File: src/rtl/axis_tx_pkg.sv
// Shared definitions for the AXI4-Stream frame transmitter.
// The per-module entry struct lives in the top because its data width is a
// module parameter; this package only holds width-independent items.
package axis_tx_pkg;

  // Width of the optional statistics counters.
  localparam int STATS_W = 16;

  // Output dimension of a valid-kernel crop: dim-(kernel-1), or 0 when the
  // image is too small to produce any output pixel.
  function automatic logic [31:0] crop_dim(input logic [31:0] dim,
                                           input logic [31:0] kernel);
    logic [31:0] margin;
    margin = kernel - 32'd1;
    if (dim > margin) begin
      return dim - margin;
    end else begin
      return 32'd0;
    end
  endfunction

endpackage

File: src/rtl/sync_fifo_fwft.sv
// Generic synchronous first-word-fall-through FIFO.
// Writes always land in the storage array; the head register is reloaded
// from storage on the following edge, so a word written into an empty FIFO
// becomes visible one cycle after its write. o_count covers storage plus
// head. A write while full is refused unless the head leaves the same cycle.
module sync_fifo_fwft #(
  parameter int WIDTH    = 32,
  parameter int DEPTH    = 16,
  parameter int AF_LEVEL = DEPTH - 2
) (
  input  logic                       i_clk,
  input  logic                       i_rst_n,
  input  logic                       i_wr_en,
  input  logic [WIDTH-1:0]           i_wr_data,
  input  logic                       i_rd_ready,
  output logic                       o_rd_valid,
  output logic [WIDTH-1:0]           o_rd_data,
  output logic [$clog2(DEPTH+1)-1:0] o_count,
  output logic                       o_almost_full
);

  localparam int AW = (DEPTH > 1) ? $clog2(DEPTH) : 1;
  localparam int CW = $clog2(DEPTH + 1);

  logic [WIDTH-1:0] mem_q [DEPTH];
  logic [AW-1:0]    wr_ptr_q, wr_ptr_d;
  logic [AW-1:0]    rd_ptr_q, rd_ptr_d;
  logic [CW-1:0]    mem_cnt_q, mem_cnt_d;
  logic [CW-1:0]    count_q, count_d;
  logic             head_valid_q, head_valid_d;
  logic [WIDTH-1:0] head_q, head_d;
  logic             almost_full_q, almost_full_d;
  logic             full_s, rd_fire_s, wr_accept_s, load_head_s;

  // Next-state for pointers, occupancy and the registered head.
  always_comb begin
    full_s      = (count_q == CW'(DEPTH));
    rd_fire_s   = head_valid_q && i_rd_ready;
    wr_accept_s = i_wr_en && (!full_s || rd_fire_s);
    load_head_s = (mem_cnt_q != '0) && (!head_valid_q || rd_fire_s);

    head_valid_d = head_valid_q;
    head_d       = head_q;
    if (load_head_s) begin
      head_valid_d = 1'b1;
      head_d       = mem_q[rd_ptr_q];
    end else if (rd_fire_s) begin
      head_valid_d = 1'b0;
    end else begin
      head_valid_d = head_valid_q;
    end

    wr_ptr_d      = wr_ptr_q + AW'(wr_accept_s);
    rd_ptr_d      = rd_ptr_q + AW'(load_head_s);
    mem_cnt_d     = mem_cnt_q + CW'(wr_accept_s) - CW'(load_head_s);
    count_d       = mem_cnt_d + CW'(head_valid_d);
    almost_full_d = (count_d >= CW'(AF_LEVEL));
  end

  // Storage array; no reset needed since the pointers define validity.
  always_ff @(posedge i_clk) begin
    if (wr_accept_s) begin
      mem_q[wr_ptr_q] <= i_wr_data;
    end
  end

  // Control and head registers with synchronous active-low reset.
  always_ff @(posedge i_clk) begin
    if (!i_rst_n) begin
      wr_ptr_q      <= '0;
      rd_ptr_q      <= '0;
      mem_cnt_q     <= '0;
      count_q       <= '0;
      head_valid_q  <= 1'b0;
      head_q        <= '0;
      almost_full_q <= 1'b0;
    end else begin
      wr_ptr_q      <= wr_ptr_d;
      rd_ptr_q      <= rd_ptr_d;
      mem_cnt_q     <= mem_cnt_d;
      count_q       <= count_d;
      head_valid_q  <= head_valid_d;
      head_q        <= head_d;
      almost_full_q <= almost_full_d;
    end
  end

  assign o_rd_valid    = head_valid_q;
  assign o_rd_data     = head_q;
  assign o_count       = count_q;
  assign o_almost_full = almost_full_q;

endmodule

File: src/rtl/axis_frame_tx_fifo.sv
// AXI4-Stream frame transmitter: crops the processing stream to the
// valid-kernel output size, tags tuser/tlast from runtime dimensions and
// buffers words in an FWFT FIFO so m_axis_tready backpressure is honoured.
// Optional statistics ports are enabled with the macro AXIS_TX_STATS_EN.
module axis_frame_tx_fifo
  import axis_tx_pkg::*;
#(
  parameter int DATA_WIDTH  = 32,
  parameter int FIFO_DEPTH  = 16,
  parameter int DIM_WIDTH   = 13,
  parameter int KERNEL_SIZE = 5
) (
  input  logic                  i_clk,
  input  logic                  i_aresetn,
  input  logic [DIM_WIDTH-1:0]  IMG_WIDTH,
  input  logic [DIM_WIDTH-1:0]  IMG_HEIGHT,
  input  logic [DATA_WIDTH-1:0] i_pixel,
  input  logic                  i_pixel_valid,
  input  logic                  i_start_of_frame,
  input  logic                  i_clear,
  output logic [DATA_WIDTH-1:0] m_axis_tdata,
  output logic                  m_axis_tvalid,
  input  logic                  m_axis_tready,
  output logic                  m_axis_tuser,
  output logic                  m_axis_tlast,
  output logic                  o_almost_full,
  output logic                  o_overflow,
  output logic                  o_sof_err
`ifdef AXIS_TX_STATS_EN
  ,
  output logic [STATS_W-1:0]    o_frame_count,
  output logic [STATS_W-1:0]    o_drop_count
`endif
);

  typedef struct packed {
    logic                  tuser;
    logic                  tlast;
    logic [DATA_WIDTH-1:0] data;
  } tx_entry_t;

  localparam int ENTRY_W = $bits(tx_entry_t);
`ifdef AXIS_TX_STATS_EN
  // One extra bit travels with each word to mark the end of a frame.
  localparam int FIFO_W = ENTRY_W + 1;
`else
  localparam int FIFO_W = ENTRY_W;
`endif
  localparam int CW = $clog2(FIFO_DEPTH + 1);

  logic                 started_q, started_d;
  logic [DIM_WIDTH-1:0] out_w_q, out_w_d;
  logic [DIM_WIDTH-1:0] out_h_q, out_h_d;
  logic [DIM_WIDTH-1:0] col_q, col_d;
  logic [DIM_WIDTH-1:0] row_q, row_d;
  logic                 overflow_q, overflow_d;
  logic                 sof_err_q, sof_err_d;

  logic                 sof_s, empty_frame_s, wr_en_s, eof_s, drop_s;
  logic [DIM_WIDTH-1:0] crop_w_s, crop_h_s, eff_w_s, eff_h_s;
  logic [DIM_WIDTH-1:0] col_cur_s, row_cur_s;
  tx_entry_t            wr_entry_s, head_entry_s;
  logic [FIFO_W-1:0]    fifo_wr_data_s, fifo_rd_data_s;
  logic                 fifo_valid_s, fifo_almost_full_s, read_fire_s;
  logic [CW-1:0]        fifo_count_s;

  // Position tracking, tagging and write request for the incoming pixel.
  always_comb begin
    sof_s    = i_pixel_valid && i_start_of_frame;
    crop_w_s = DIM_WIDTH'(crop_dim(32'(IMG_WIDTH), 32'(KERNEL_SIZE)));
    crop_h_s = DIM_WIDTH'(crop_dim(32'(IMG_HEIGHT), 32'(KERNEL_SIZE)));

    started_d = started_q;
    out_w_d   = out_w_q;
    out_h_d   = out_h_q;
    if (sof_s) begin
      started_d = 1'b1;
      out_w_d   = crop_w_s;
      out_h_d   = crop_h_s;
      eff_w_s   = crop_w_s;
      eff_h_s   = crop_h_s;
      col_cur_s = '0;
      row_cur_s = '0;
    end else begin
      eff_w_s   = out_w_q;
      eff_h_s   = out_h_q;
      col_cur_s = col_q;
      row_cur_s = row_q;
    end

    empty_frame_s = (eff_w_s == '0) || (eff_h_s == '0);

    wr_en_s          = 1'b0;
    wr_entry_s.tuser = (col_cur_s == '0) && (row_cur_s == '0);
    wr_entry_s.tlast = (col_cur_s == (eff_w_s - DIM_WIDTH'(1)));
    wr_entry_s.data  = i_pixel;
    eof_s            = wr_entry_s.tlast && (row_cur_s == (eff_h_s - DIM_WIDTH'(1)));
    col_d            = col_cur_s;
    row_d            = row_cur_s;

    if (i_pixel_valid && (started_q || sof_s) && !empty_frame_s) begin
      wr_en_s = 1'b1;
      if (wr_entry_s.tlast) begin
        col_d = '0;
        if (row_cur_s == (eff_h_s - DIM_WIDTH'(1))) begin
          row_d = '0;
        end else begin
          row_d = row_cur_s + DIM_WIDTH'(1);
        end
      end else begin
        col_d = col_cur_s + DIM_WIDTH'(1);
        row_d = row_cur_s;
      end
    end else begin
      wr_en_s = 1'b0;
    end

    sof_err_d = sof_s && ((col_q != '0) || (row_q != '0));
  end

  // Drop detection and the sticky overflow flag; a new drop beats a clear.
  always_comb begin
    read_fire_s = fifo_valid_s && m_axis_tready;
    drop_s      = wr_en_s && (fifo_count_s == CW'(FIFO_DEPTH)) && !read_fire_s;
    if (drop_s) begin
      overflow_d = 1'b1;
    end else if (i_clear) begin
      overflow_d = 1'b0;
    end else begin
      overflow_d = overflow_q;
    end
  end

`ifdef AXIS_TX_STATS_EN
  assign fifo_wr_data_s = {eof_s, wr_entry_s};
`else
  assign fifo_wr_data_s = wr_entry_s;
`endif

  sync_fifo_fwft #(
    .WIDTH    (FIFO_W),
    .DEPTH    (FIFO_DEPTH),
    .AF_LEVEL (FIFO_DEPTH - 2)
  ) u_fifo (
    .i_clk         (i_clk),
    .i_rst_n       (i_aresetn),
    .i_wr_en       (wr_en_s),
    .i_wr_data     (fifo_wr_data_s),
    .i_rd_ready    (m_axis_tready),
    .o_rd_valid    (fifo_valid_s),
    .o_rd_data     (fifo_rd_data_s),
    .o_count       (fifo_count_s),
    .o_almost_full (fifo_almost_full_s)
  );

  // Frame position, latched dimensions and status flags.
  always_ff @(posedge i_clk) begin
    if (!i_aresetn) begin
      started_q  <= 1'b0;
      out_w_q    <= '0;
      out_h_q    <= '0;
      col_q      <= '0;
      row_q      <= '0;
      overflow_q <= 1'b0;
      sof_err_q  <= 1'b0;
    end else begin
      started_q  <= started_d;
      out_w_q    <= out_w_d;
      out_h_q    <= out_h_d;
      col_q      <= col_d;
      row_q      <= row_d;
      overflow_q <= overflow_d;
      sof_err_q  <= sof_err_d;
    end
  end

  assign head_entry_s  = tx_entry_t'(fifo_rd_data_s[ENTRY_W-1:0]);
  assign m_axis_tvalid = fifo_valid_s;
  assign m_axis_tdata  = head_entry_s.data;
  assign m_axis_tuser  = head_entry_s.tuser;
  assign m_axis_tlast  = head_entry_s.tlast;
  assign o_almost_full = fifo_almost_full_s;
  assign o_overflow    = overflow_q;
  assign o_sof_err     = sof_err_q;

`ifdef AXIS_TX_STATS_EN
  logic [STATS_W-1:0] frame_count_q, frame_count_d;
  logic [STATS_W-1:0] drop_count_q, drop_count_d;

  // Frame counter wraps; drop counter saturates and is cleared by i_clear.
  always_comb begin
    if (read_fire_s && fifo_rd_data_s[FIFO_W-1]) begin
      frame_count_d = frame_count_q + STATS_W'(1);
    end else begin
      frame_count_d = frame_count_q;
    end
    if (i_clear) begin
      drop_count_d = STATS_W'(drop_s);
    end else if (drop_s && (drop_count_q != {STATS_W{1'b1}})) begin
      drop_count_d = drop_count_q + STATS_W'(1);
    end else begin
      drop_count_d = drop_count_q;
    end
  end

  // Statistics registers.
  always_ff @(posedge i_clk) begin
    if (!i_aresetn) begin
      frame_count_q <= '0;
      drop_count_q  <= '0;
    end else begin
      frame_count_q <= frame_count_d;
      drop_count_q  <= drop_count_d;
    end
  end

  assign o_frame_count = frame_count_q;
  assign o_drop_count  = drop_count_q;
`endif

endmodule

File: config.mk
export PLATFORM = sky130hd
export DESIGN_NAME = axis_frame_tx_fifo
export DESIGN_NICKNAME = d
export VERILOG_FILES = /design/src/rtl/axis_tx_pkg.sv /design/src/rtl/sync_fifo_fwft.sv /design/src/rtl/axis_frame_tx_fifo.sv
export SDC_FILE = /design/constraint.sdc
export NUM_CORES = 1
export LEC_CHECK = 0
export ABC_CLOCK_PERIOD_IN_PS = 13900
export CAP_MARGIN = 0
export CORE_MARGIN = 2
export CORE_UTILIZATION = 65
export CTS_BUF_LIST = sky130_fd_sc_hd__clkbuf_8
export CTS_CLUSTER_SIZE = 16
export DETAILED_ROUTE_END_ITERATION = 16
export GPL_TIMING_DRIVEN = 0
export HOLD_SLACK_MARGIN = 0.06
export PLACE_DENSITY_LB_ADDON = 0.15
export SLEW_MARGIN = 30
export SYNTH_ARGS = -nofsm -noshare
export SYNTH_HDL_FRONTEND = slang
export SYNTH_SLANG_ARGS = --single-unit
File: constraint.sdc
create_clock -name i_clk -period 13.9 [get_ports i_clk]
set_clock_uncertainty 0.05 [all_clocks]
set_input_delay 2.085 -clock i_clk [delete_from_list [all_inputs] [get_ports i_clk]]
set_output_delay 2.085 -clock i_clk [all_outputs]
set_load 0.01 [all_outputs]
==> impl_metrics.tcl <==
set metrics [dict create \
    status "finished clean" \
    worst_ep_arrival_time_ns 10.53 \
    r2r-start "out_w_q[0]$_SDFF_PN0_" \
    cp_top_family "buffers and inverters" \
    avgSynthCellArea_um2 16.7 \
    rsz0062_at_grt "no" \
    synth_top_area_share_pct 60.5 \
    via_per_inst 6.57 \
    gp_congestion 0.922 \
    routedWlPerCell_um 27.3 \
    synthFlopType "edfxtp_1" \
    drc 0 \
    critical_path.max_stage_delay_ns 0.64 \
    yosys.area.top_type "edfxtp_1" \
    synth-seq-area-share_pct 68.6 \
    hold_class "reg -> reg" \
    finalSetupViolCount 0 \
    cts_made_buffers 100 \
    synth_area_mm2 0.0270 \
    critPathKind "in -> reg" \
    grt_use_total_pct 31.7 \
    drt-initial-drc-count 2111 \
    gr-total-overflow 0 \
    clock_sinks 653 \
    stdcell_count 2486 \
    dp.cells 2293 \
    dr.pass1.iters 6 \
    die_area_mm2 0.0432 \
    grt_max_degree 17 \
    rows 74 \
    synth_area_leaders "edfxtp_1, mux4_2, dfxtp_1" \
    die_h_um 208 \
    finalHoldViolCount 0 \
    worst_setup_path_start_kind "input pin" \
    reg2reg_to "u_fifo.mem_q[6][24]$_DFFE_PP_" \
    ys_warn_count 0 \
    clock_latency_ns 0.71 \
    fin_crit_ns 10.18 \
    p_per_area_mw_per_mm2 163 \
    vias 16342 \
    slowest_stage "nor3_2" \
    cts_tree "done" \
    yosysMostFrequentCell "edfxtp_1" \
    clk_pin_slew_ns 0.06 \
    critical_path_required_ns 14.26 \
    synth_edf_count 544 \
    crit_top_cell "clkbuf_1" \
    start_util_pct 66.0 \
    synth.distinct_cells 84 \
    ant_nets 0 \
    hold_path_depth 2 \
    async_reset_ff_share_pct 0 \
    fin_area_mm2 0.0317 \
    ir_worst_vdd_mv 0.133 \
    tightest_slew_ns 0.985 \
    cts_hold_buffers 0 \
    io_buffers 95 \
    worstPathCellList "clkdlybuf4s50_1 > nand2_1 > buf_6 > clkbuf_1 > clkbuf_1 > clkbuf_1 > buf_1 > buf_1 > a22oi_1 > ha_1 > and2b_2 > nand4_1 > nand2_1 > a21bo_2 > or2_2 > a31o_2 > or2_2 > clkbuf_1 > nor2_1 > nand3_1 > nor3_2 > buf_4 > buf_4 > buf_4" \
    hold-path-endpoint "u_fifo.o_rd_data[19]$_SDFFE_PN0P_" \
    slew_headroom_pct 34.3 \
    place_hpwl_mm 44.4 \
    p_total_mw 5.18 \
    rr_worst_depth 16 \
    slew_violations 0 \
    die_w_um 208 \
    grt_pass1_vias 16479 \
    drive_gt1_share_pct 22.1 \
    ff2ff_setup_slack_ns 8.71 \
    ys_ff_latch 653 \
    hold_start "u_fifo.o_rd_data[19]$_SDFFE_PN0P_" \
    p_leak_nw 10.5 \
    antenna_found_initial 3 \
    cts-htree-levels 3 \
    max_cap_viol_count 0 \
    period_share_pct 73.2 \
    timing.fmax_mhz 98.3 \
    worst-path-buf-inv 11 \
    cts_resized 0 \
    syn-num-nets 1703 \
    post-cts-setup-buffers 0 \
    ios 102 \
    timing.hold.ws_ns 0.405 \
    endpoint_kind "flip-flop" \
    routed_wl_mm 67.9 \
    fin_nets 1950 \
    area.growth.synth_to_final_pct 17.4 \
    crit_path_max_fanout 10 \
    grt_first_pass_wirelength_mm 100 \
    syn_inst 1616 \
    synth_common_cells "edfxtp_1, mux4_2, nand2_1" \
    root_buffer "clkbuf_8" \
    core_mm2 0.0409 \
    cts_buffer_depth 3 \
    place_area_mm2 0.0296 \
]
worst max path at each step:
stage                           startpoint                       endpoint  slack [ns]  depth (start not counted)
after floorplan           i_start_of_frame   u_fifo.mem_q[0][0]$_DFFE_PP_        4.73                         19
after global placement    i_start_of_frame  u_fifo.mem_q[2][23]$_DFFE_PP_       -0.65                         21
after detailed placement  i_start_of_frame  u_fifo.mem_q[6][23]$_DFFE_PP_        3.27                         24
after CTS                 i_start_of_frame  u_fifo.mem_q[6][21]$_DFFE_PP_        3.99                         24
after global routing      i_start_of_frame  u_fifo.mem_q[6][25]$_DFFE_PP_        3.42                         24
final                     i_start_of_frame  u_fifo.mem_q[6][24]$_DFFE_PP_        3.72                         24
cells in the final DEF (no fill, tap or decap), types with 8 or more instances in the layout:
cell type and count:
buf_4 19, nand2b_1 8, ha_1 22, edfxtp_1 544
xor2_1 26, buf_6 9, and2_1 26, clkinv_2 10
xnor2_1 41, buf_16 22, nor3_1 26, clkbuf_1 52
or3_1 8, clkdlybuf4s50_1 95, a21oi_1 69, buf_2 10
inv_1 61, a211oi_1 9, clkbuf_8 117, o21ai_0 28
nor2_4 12, buf_1 9, o211ai_1 9, mux4_2 170
dfxtp_1 109, clkinv_1 14, nand2_1 123, nand4_1 15
and3_1 10, clkbuf_2 11, nor4_1 18, nand3_1 21
nor2_1 80
cell type report:
cell class | count | area (um^2)
plain buffers | 85 | 377
diodes | 3 | 7.51
repair buffers | 145 | 1800
multi-input cells | 852 | 8140
clock buffers | 117 | 1610
fillers | 2204 | 9220
inverters | 26 | 97.6
flip-flops and latches | 653 | 18500
clock inverters | 73 | 483
well taps | 532 | 666
worst min-delay path, stage by stage, from the launching register on:
cell and delay, ns:
dfxtp_1 0.31, nand2_1 0.05, a21oi_1 0.05
cell families after synthesis:
| family | Yosys count | share of synthesized area, % |
|---|---|---|
| XOR/XNOR | 67 | 2.17 |
| adder cells (fa/ha/maj) | 23 | 1.09 |
| buffers and inverters | 111 | 1.68 |
| multiplexers | 177 | 14.5 |
| flip-flops | 653 | 68.6 |
| AND/OR/NAND/NOR | 393 | 7.20 |
| AO/OA/AOI/OAI | 192 | 4.80 |
power breakdown:
part	leakage, nW	switching [mW]	internal, mW
sequential	5.83	0.0513	2.21
combinational	3.48	0.686	0.604
clock	1.20	0.759	0.870
total	10.5	1.50	3.68
sequential cells by signal, indices dropped and copies added, names as in the netlist, 4 cells and up:
register and flops:
row_q 13, u_fifo.wr_ptr_q 4, u_fifo.o_count 5, out_w_q 13, out_h_q 13, u_fifo.mem_q 544
u_fifo.rd_ptr_q 4, u_fifo.o_rd_data 34, col_q 13, u_fifo.mem_cnt_q 5
stage by stage:
step	setup TNS, ns	setup WS (ns)	util (%)
global placement	-69.43	-0.653	69.9
floorplan	0	4.73	-
CTS	0	3.99	77.4
global route	0	3.42	77.5
detailed placement	0	3.27	72.3
finish	0	3.72	77.5
layer usage:
layer	wire length [um]	vias up	global-route usage, %
met1	25000	8293	40.9
met4	2470	0	13.6
met3	5840	178	6.49
met2	34600	946	53.1
li1	-	6925	-
met5	0	-	0
Note: power is estimated with default switching activity, not from simulation.
